<file path="src/rtl/output_port_scheduler_pkg.sv">
// Shared flit type codes, FSM state encodings and small decode helpers
// for the output port scheduler.
package output_port_scheduler_pkg;

    typedef enum logic [2:0] {
        FLIT_HEADER   = 3'd1,
        FLIT_BODY     = 3'd2,
        FLIT_TAIL     = 3'd3,
        FLIT_HEADTAIL = 3'd4
    } flit_type_e;

    // One-hot: bit0 = IDLE, bit1 = GRANT_L, bit2 = GRANT_N, bit3 = GRANT_E.
    typedef enum logic [3:0] {
        ST_IDLE    = 4'b0001,
        ST_GRANT_L = 4'b0010,
        ST_GRANT_N = 4'b0100,
        ST_GRANT_E = 4'b1000
    } sched_state_e;

    localparam logic [1:0] SEL_NONE = 2'd0;
    localparam logic [1:0] SEL_L    = 2'd1;
    localparam logic [1:0] SEL_N    = 2'd2;
    localparam logic [1:0] SEL_E    = 2'd3;

    // Per-input one-hot vectors: bit0 = L, bit1 = N, bit2 = E.
    localparam logic [2:0] PORT_L = 3'b001;

    function automatic logic is_head_flit(input logic [2:0] t);
        return (t == FLIT_HEADER) || (t == FLIT_HEADTAIL);
    endfunction

    function automatic logic is_tail_flit(input logic [2:0] t);
        return (t == FLIT_TAIL) || (t == FLIT_HEADTAIL);
    endfunction

    function automatic sched_state_e grant_state(input logic [2:0] winner);
        case (winner)
            3'b001:  return ST_GRANT_L;
            3'b010:  return ST_GRANT_N;
            3'b100:  return ST_GRANT_E;
            default: return ST_IDLE;
        endcase
    endfunction

endpackage

</file>
<file path="src/rtl/output_port_scheduler_if.sv">
// Handshake bundle between the three input queues / crossbar (master side)
// and the output port scheduler (slave side).
interface output_port_scheduler_if;
    logic [2:0] req;
    logic [2:0] Lflit_type;
    logic [2:0] Nflit_type;
    logic [2:0] Eflit_type;
    logic       credit_in;
    logic [2:0] pop;
    logic [1:0] sel;
    logic       valid_out;
    logic [3:0] state;
    logic       cred_err;

    modport master (
        output req, Lflit_type, Nflit_type, Eflit_type, credit_in,
        input  pop, sel, valid_out, state, cred_err
    );

    modport slave (
        input  req, Lflit_type, Nflit_type, Eflit_type, credit_in,
        output pop, sel, valid_out, state, cred_err
    );
endinterface

</file>
<file path="src/rtl/output_port_scheduler_rr_pick3.sv">
// Stateless three-way round-robin picker. The search starts at the input
// following last_served (L -> N -> E -> L), so last_served itself has the
// lowest priority.
module rr_pick3 (
    input  logic [2:0] eligible,
    input  logic [2:0] last_served,
    output logic [2:0] winner
);

    // Priority chain rotated by last_served; winner is one-hot or zero.
    always_comb begin
        winner = 3'b000;
        case (last_served)
            3'b100: begin
                if      (eligible[0]) winner = 3'b001;
                else if (eligible[1]) winner = 3'b010;
                else if (eligible[2]) winner = 3'b100;
            end
            3'b010: begin
                if      (eligible[2]) winner = 3'b100;
                else if (eligible[0]) winner = 3'b001;
                else if (eligible[1]) winner = 3'b010;
            end
            default: begin
                if      (eligible[1]) winner = 3'b010;
                else if (eligible[2]) winner = 3'b100;
                else if (eligible[0]) winner = 3'b001;
            end
        endcase
    end

endmodule

</file>
<file path="src/rtl/output_port_scheduler.sv">
// Output port scheduler: wormhole grant FSM over inputs L/N/E with a
// downstream credit counter. Optional grant watchdog is compiled in with
// the SCHED_WATCHDOG_EN macro (adds the timeout output port).
//
// state      | meaning
// -----------+-----------------------------------------------------------
// ST_IDLE    | no grant; arbitrate among inputs presenting a head flit
// ST_GRANT_L | packet from L owns the output until its tail is popped
// ST_GRANT_N | packet from N owns the output until its tail is popped
// ST_GRANT_E | packet from E owns the output until its tail is popped
module output_port_scheduler
    import output_port_scheduler_pkg::*;
#(
    parameter int CREDITS = 4,
    parameter int TIMEOUT = 255
) (
    input  logic clk,
    input  logic rst,
    output_port_scheduler_if.slave bus
`ifdef SCHED_WATCHDOG_EN
    ,
    output logic timeout
`endif
);

    if (CREDITS < 1 || CREDITS > 15) begin : g_credits_range
        $error("output_port_scheduler: CREDITS must be 1..15");
    end
    if (TIMEOUT < 1 || TIMEOUT > 4095) begin : g_timeout_range
        $error("output_port_scheduler: TIMEOUT must be 1..4095");
    end

    sched_state_e state_q, state_d;
    logic [3:0]   credit_cnt;
    logic [2:0]   last_served_q;
    logic         cred_err_q;

    logic [2:0] grant_vec, eligible, pick_elig, pick_last, winner;
    logic [2:0] pop, granted_type;
    logic [1:0] sel;
    logic       credits_nz, pop_any, release_grant, wd_fire;

    assign grant_vec = state_q[3:1];
    assign eligible  = bus.req & {is_head_flit(bus.Eflit_type),
                                  is_head_flit(bus.Nflit_type),
                                  is_head_flit(bus.Lflit_type)};
    // On release the granted input is masked and treated as last served,
    // so it can never be handed straight back its own grant.
    assign pick_elig = eligible & ~grant_vec;
    assign pick_last = (state_q == ST_IDLE) ? last_served_q : grant_vec;

    rr_pick3 u_rr_pick3 (
        .eligible    (pick_elig),
        .last_served (pick_last),
        .winner      (winner)
    );

    assign credits_nz    = (credit_cnt != 4'd0);
    assign pop_any       = |pop;
    assign release_grant = (pop_any && is_tail_flit(granted_type)) || wd_fire;

    // Head flit type of whichever input currently holds the grant.
    always_comb begin
        case (grant_vec)
            3'b001:  granted_type = bus.Lflit_type;
            3'b010:  granted_type = bus.Nflit_type;
            3'b100:  granted_type = bus.Eflit_type;
            default: granted_type = FLIT_BODY;
        endcase
    end

    // State register.
    always_ff @(posedge clk) begin
        if (rst) state_q <= ST_IDLE;
        else     state_q <= state_d;
    end

    // Next state: arbitrate from IDLE or on release, otherwise hold (stalls included).
    always_comb begin
        state_d = state_q;
        if (state_q == ST_IDLE || release_grant) begin
            state_d = grant_state(winner);
        end
    end

    // Outputs: pop only with data and credit; sel follows the grant even when stalled.
    always_comb begin
        pop = 3'b000;
        sel = SEL_NONE;
        if (!rst) begin
            pop = grant_vec & bus.req & {3{credits_nz}};
            case (state_q)
                ST_GRANT_L: sel = SEL_L;
                ST_GRANT_N: sel = SEL_N;
                ST_GRANT_E: sel = SEL_E;
                default:    sel = SEL_NONE;
            endcase
        end
    end

    assign bus.pop       = pop;
    assign bus.sel       = sel;
    assign bus.valid_out = pop_any;
    assign bus.state     = state_q;
    assign bus.cred_err  = cred_err_q;

    // Credit counter; an overflowing credit is dropped and flagged stickily.
    always_ff @(posedge clk) begin
        if (rst) begin
            credit_cnt <= 4'(CREDITS);
            cred_err_q <= 1'b0;
        end else if (pop_any && !bus.credit_in) begin
            credit_cnt <= credit_cnt - 4'd1;
        end else if (!pop_any && bus.credit_in) begin
            if (credit_cnt == 4'(CREDITS)) cred_err_q <= 1'b1;
            else                           credit_cnt <= credit_cnt + 4'd1;
        end
    end

    // Round-robin pointer moves only when a grant is released.
    always_ff @(posedge clk) begin
        if (rst)                last_served_q <= PORT_L;
        else if (release_grant) last_served_q <= grant_vec;
    end

`ifdef SCHED_WATCHDOG_EN
    logic [11:0] wd_cnt;

    assign wd_fire = !rst && (state_q != ST_IDLE) && !pop_any && (wd_cnt == 12'(TIMEOUT));
    assign timeout = wd_fire;

    // Idle-grant cycle counter; any pop or state change restarts it.
    always_ff @(posedge clk) begin
        if (rst || state_q == ST_IDLE || pop_any || state_d != state_q) wd_cnt <= 12'd0;
        else                                                             wd_cnt <= wd_cnt + 12'd1;
    end
`else
    assign wd_fire = 1'b0;
`endif

endmodule

</file>
<file path="src/flat_wrapper.sv">
// flat-port wrapper written by rule: the top's interface ports become plain ports
module output_port_scheduler_flat import output_port_scheduler_pkg::*;
#(
    parameter int CREDITS = 4,
    parameter int TIMEOUT = 255
)
  (clk, rst, bus_req, bus_Lflit_type, bus_Nflit_type, bus_Eflit_type, bus_credit_in, bus_pop, bus_sel, bus_valid_out, bus_state, bus_cred_err);
  output_port_scheduler_if bus_i ();
  input  logic clk;
  input  logic rst;
  input wire logic [$bits(bus_i.req)-1:0] bus_req;
  input wire logic [$bits(bus_i.Lflit_type)-1:0] bus_Lflit_type;
  input wire logic [$bits(bus_i.Nflit_type)-1:0] bus_Nflit_type;
  input wire logic [$bits(bus_i.Eflit_type)-1:0] bus_Eflit_type;
  input wire logic [$bits(bus_i.credit_in)-1:0] bus_credit_in;
  output wire logic [$bits(bus_i.pop)-1:0] bus_pop;
  output wire logic [$bits(bus_i.sel)-1:0] bus_sel;
  output wire logic [$bits(bus_i.valid_out)-1:0] bus_valid_out;
  output wire logic [$bits(bus_i.state)-1:0] bus_state;
  output wire logic [$bits(bus_i.cred_err)-1:0] bus_cred_err;
  assign bus_i.req = bus_req;
  assign bus_i.Lflit_type = bus_Lflit_type;
  assign bus_i.Nflit_type = bus_Nflit_type;
  assign bus_i.Eflit_type = bus_Eflit_type;
  assign bus_i.credit_in = bus_credit_in;
  assign bus_pop = bus_i.pop;
  assign bus_sel = bus_i.sel;
  assign bus_valid_out = bus_i.valid_out;
  assign bus_state = bus_i.state;
  assign bus_cred_err = bus_i.cred_err;
  output_port_scheduler #(.CREDITS(CREDITS), .TIMEOUT(TIMEOUT)) u_core (.clk(clk), .rst(rst), .bus(bus_i));
endmodule
</file>
<file path="config.mk">
export PLATFORM = sky130hd
export DESIGN_NAME = output_port_scheduler_flat
export DESIGN_NICKNAME = d
export VERILOG_FILES = /design/src/rtl/output_port_scheduler_pkg.sv /design/src/rtl/output_port_scheduler_if.sv /design/src/rtl/output_port_scheduler_rr_pick3.sv /design/src/rtl/output_port_scheduler.sv /design/src/flat_wrapper.sv
export SDC_FILE = /design/constraint.sdc
export NUM_CORES = 1
export LEC_CHECK = 0
export CORE_MARGIN = 2
export CORE_UTILIZATION = 49
export DETAILED_ROUTE_END_ITERATION = 12
export PLACE_DENSITY = 0.91
export SYNTH_ARGS = -nofsm -noshare
export SYNTH_HDL_FRONTEND = slang
export SYNTH_HIERARCHICAL = 1
export SYNTH_SLANG_ARGS = --single-unit
</file>
<file path="constraint.sdc">
create_clock -name clk -period 2.68 [get_ports clk]
set_clock_uncertainty 0.15 [all_clocks]
set_input_delay 0.268 -clock clk [delete_from_list [all_inputs] [get_ports clk]]
set_output_delay 0.268 -clock clk [all_outputs]
set_load 0.02 [all_outputs]
</file>
==> results.sh <==
export IMPL_clock_latency_ps=270
export IMPL_finalSetupViolations=0
export IMPL_antenna_cells=0
export IMPL_whs_path_depth=2
export IMPL_peakVddDrop_mv=0.369
export IMPL_critPathBufInv=0
export IMPL_first_pass_iters=4
export IMPL_crit_fanout=5
export IMPL_dieArea_sq_mm=0.00254
export IMPL_avgRoutedWirePerCell_um=15.3
export IMPL_fill_cells=146
export IMPL_grt_use_total_pct=23.2
export IMPL_drc=0
export IMPL_route_vias_total=1046
export IMPL_ys_seq_elements=12
export IMPL_post_route_period_util_pct=94.0
export IMPL_ctsHoldBuffers=0
export IMPL_synth_enable_flop_cells=0
export IMPL_place_congestion=0.796
export IMPL_drv_cap=0
export IMPL_worstPathRequired_ps=2700
export IMPL_cts_tree="yes"
export IMPL_cp_start_kind="register"
export IMPL_r2r_end="u_core/credit_cnt[3]"
export IMPL_ys_top_cells_by_count="nor2_1, dfxtp_1, nand2_1, xnor2_1, inv_1"
export IMPL_ys_seq_area_share_pct=22.8
export IMPL_outcome="complete, no violations"
export IMPL_cp_slowest_stage_delay_ps=510
export IMPL_cp_top_family="compound AO/OA/AOI/OAI gates"
export IMPL_drv_slew=0
export IMPL_die_h_um=50.4
export IMPL_grt_ovfl_total=0
export IMPL_cts_sinks=12
export IMPL_path_cells="o41ai_4, a31oi_4, ha_1, ha_1, a21o_1, a21oi_1, xnor2_1, nand2_1, xor2_1, nor2_1"
export IMPL_p_total_mw=0.689
export IMPL_hold_path_class="register to register"
export IMPL_syn_area_per_cell_sq_um=8.85
export IMPL_clockRootBuffer="clkbuf_4"
export IMPL_grt_antenna_before_repair=0
export IMPL_crit_slowest_cell="o41ai_4"
export IMPL_cp_end_kind="register"
export IMPL_htree_levels=1
export IMPL_p_sw_mw=0.259
export IMPL_synth_cells=119
export IMPL_rr_startpoint="u_core/credit_cnt[0]"
export IMPL_core_area_sq_mm=0.00200
export IMPL_num_rows=16
export IMPL_worst_ep_arrival_time_ps=2540
export IMPL_power_density_mw_per_mm2=477
export IMPL_place_hpwl_um=2080
export IMPL_holdPathEnd="u_core/bus.cred_err"
export IMPL_pwr_share_comb_pct=43.4
export IMPL_die_w_um=50.4
export IMPL_io_pins=26
export IMPL_p_seq_share_pct=35.1
export IMPL_holdCritStartpoint="u_core/bus.cred_err"
export IMPL_place_inst=177
export IMPL_worstMarginPinSlew_ps=618
export IMPL_syn_nets=139
export IMPL_r2r_slack_ps=160
export IMPL_stdcell_count=181
export IMPL_layout_drive_gt1_share_pct=16.9
export IMPL_multiInputGateArea_sq_um=768
export IMPL_netSwitchingFraction_pct=37.6
export IMPL_internal_power_mw=0.430
export IMPL_area_growth_pct=36.9
export IMPL_async_flop_share_pct=0
export IMPL_max_freq_mhz=397
export IMPL_synthFlopType="dfxtp_1"
export IMPL_clock_power_share_pct=21.6
export IMPL_power_leakage_nw=0.549
export IMPL_netlist_area_sq_mm=0.00105
export IMPL_final_min_clock_period_ps=2520
export IMPL_max_slew_margin_pct=58.2
export IMPL_seq_area_sq_um=241
export IMPL_grt_pass1_vias=1087
export IMPL_drt_initial_drc_count=18
export IMPL_synthDistinctLibCells=41
export IMPL_clk_pin_slew_ps=80
export IMPL_crit_top_cell="ha_1"
export IMPL_grt_pass1_wl_um=4530
export IMPL_grt_max_degree=14
export IMPL_io_buffers=25
export IMPL_nets=175
export IMPL_synth_area_leader_cell="dfxtp_1"
export IMPL_totalWireLength_um=2770
export IMPL_synth_top_area_share_pct=22.8
export IMPL_crit_type="register to register"
export IMPL_cts_buffers=3
export IMPL_viasPerCell=5.78
export IMPL_hold_viol=0
export IMPL_yosys_top_cells_area="dfxtp_1, xnor2_1, nor2_1, ha_1, o41ai_2"
export IMPL_initial_core_util_pct=52.6
export IMPL_synth_most_common_cell="nor2_1"
export IMPL_ant_nets=0
export IMPL_ff2ff_path_depth=10
export IMPL_yosys_warnings=6
export IMPL_clock_path_buffers=2
[cell usage in the layout, fill, tap and decap left out, types with 2 or more instances in the layout]
cell type / count
nor3_1: 2
xnor2_1: 9
a211oi_1: 4
nor4_1: 2
clkbuf_4: 3
nor4bb_1: 3
a21o_1: 3
nand2_1: 10
clkdlybuf4s50_1: 25
dfxtp_1: 11
xor2_1: 2
a21oi_1: 3
a31oi_1: 2
nand2b_1: 3
mux2i_1: 3
o41ai_2: 2
nor4b_1: 4
and4bb_1: 2
ha_1: 4
nand3b_1: 2
inv_1: 8
buf_4: 11
nor2_1: 14
[timing repair]
action	in CTS	in global routing
gates resized for setup	0	2
setup buffers	0	0
setup endpoints to repair	0	2
[state kept, by name (all words and copies together), names as in the netlist]
signal / flops
u_core/bus.cred_err: 1
u_core/bus.state: 4
u_core/credit_cnt: 4
u_core/last_served_q: 3
[worst max path at each step]
stage / from / to / slack, ps / cells after the start
CTS: u_core/credit_cnt[0] / u_core/credit_cnt[3] / 60 / 10
detailed placement: bus_Eflit_type[0] / u_core/bus.state[0] / -10 / 10
floorplan: u_core/bus.state[3] / u_core/credit_cnt[3] / 40 / 11
finish: u_core/credit_cnt[0] / u_core/credit_cnt[3] / 160 / 10
global placement: bus_Eflit_type[2] / u_core/bus.state[0] / -10 / 10
global route: u_core/credit_cnt[0] / u_core/credit_cnt[3] / -3 / 10
[cell type report]
type                    instances  share of cell area (%)
clock buffers                   4                    2.52
repair buffers                 36                    23.1
flip-flops and latches         12                    16.7
inverters                       8                    2.08
well taps                      27                    2.34
multi-input cells              94                    53.3
[tightest hold or removal path: cells and delay by family (launching register included)]
family / cells / cell delay (ps)
AOI/OAI and AO/OA: 1 / 40
DFF: 1 / 330
and+or+nand+nor: 1 / 70
[metal layers]
| metal | track usage, % | vias up | routed length (um) |
|---|---|---|---|
| met5 | 0 | - | 0 |
| met3 | 2.68 | 8 | 169 |
| met1 | 28.1 | 486 | 1210 |
| li1 | - | 508 | - |
| met4 | 10.8 | 0 | 61 |
| met2 | 40.6 | 44 | 1330 |
[through the flow]
step | utilization (%) | instance area, sq um | hold slack, ps | worst slack (ps) | TNS, ps
after floorplan | - | 1070 | 219 | 40.7 | 0
after CTS | 71.4 | 1430 | 341 | 64.2 | 0
after detailed placement | 69.6 | 1390 | 324 | -11.9 | -15.3
after global routing | 72.1 | 1440 | 360 | -3.21 | -3.21
after global placement | 69.6 | 1390 | 298 | -11.7 | -11.7
final | 72.1 | 1440 | 334 | 162 | 0
[power by group through the flow]
stage	combinational (mW)	sequential, mW	clock [mW]
after floorplan	0.180	0.244	0
after global placement	0.278	0.236	0
after detailed placement	0.288	0.238	0
after CTS	0.291	0.234	0.154
after global routing	0.328	0.245	0.161
final	0.299	0.241	0.149
[logic make-up (layout without fill, tap and decap cells)]
family / Yosys count / count (layout) / synth area share, %
simple gates: 50 / 50 / 30.5
compound gates: 25 / 25 / 21.3
buf+inv: 13 / 48 / 6.77
flops: 12 / 12 / 22.8
xor+xnor: 11 / 11 / 9.15
fa+ha+maj: 5 / 5 / 6.65
mux: 3 / 3 / 2.85
Note: power is estimated with default switching activity, not from simulation.
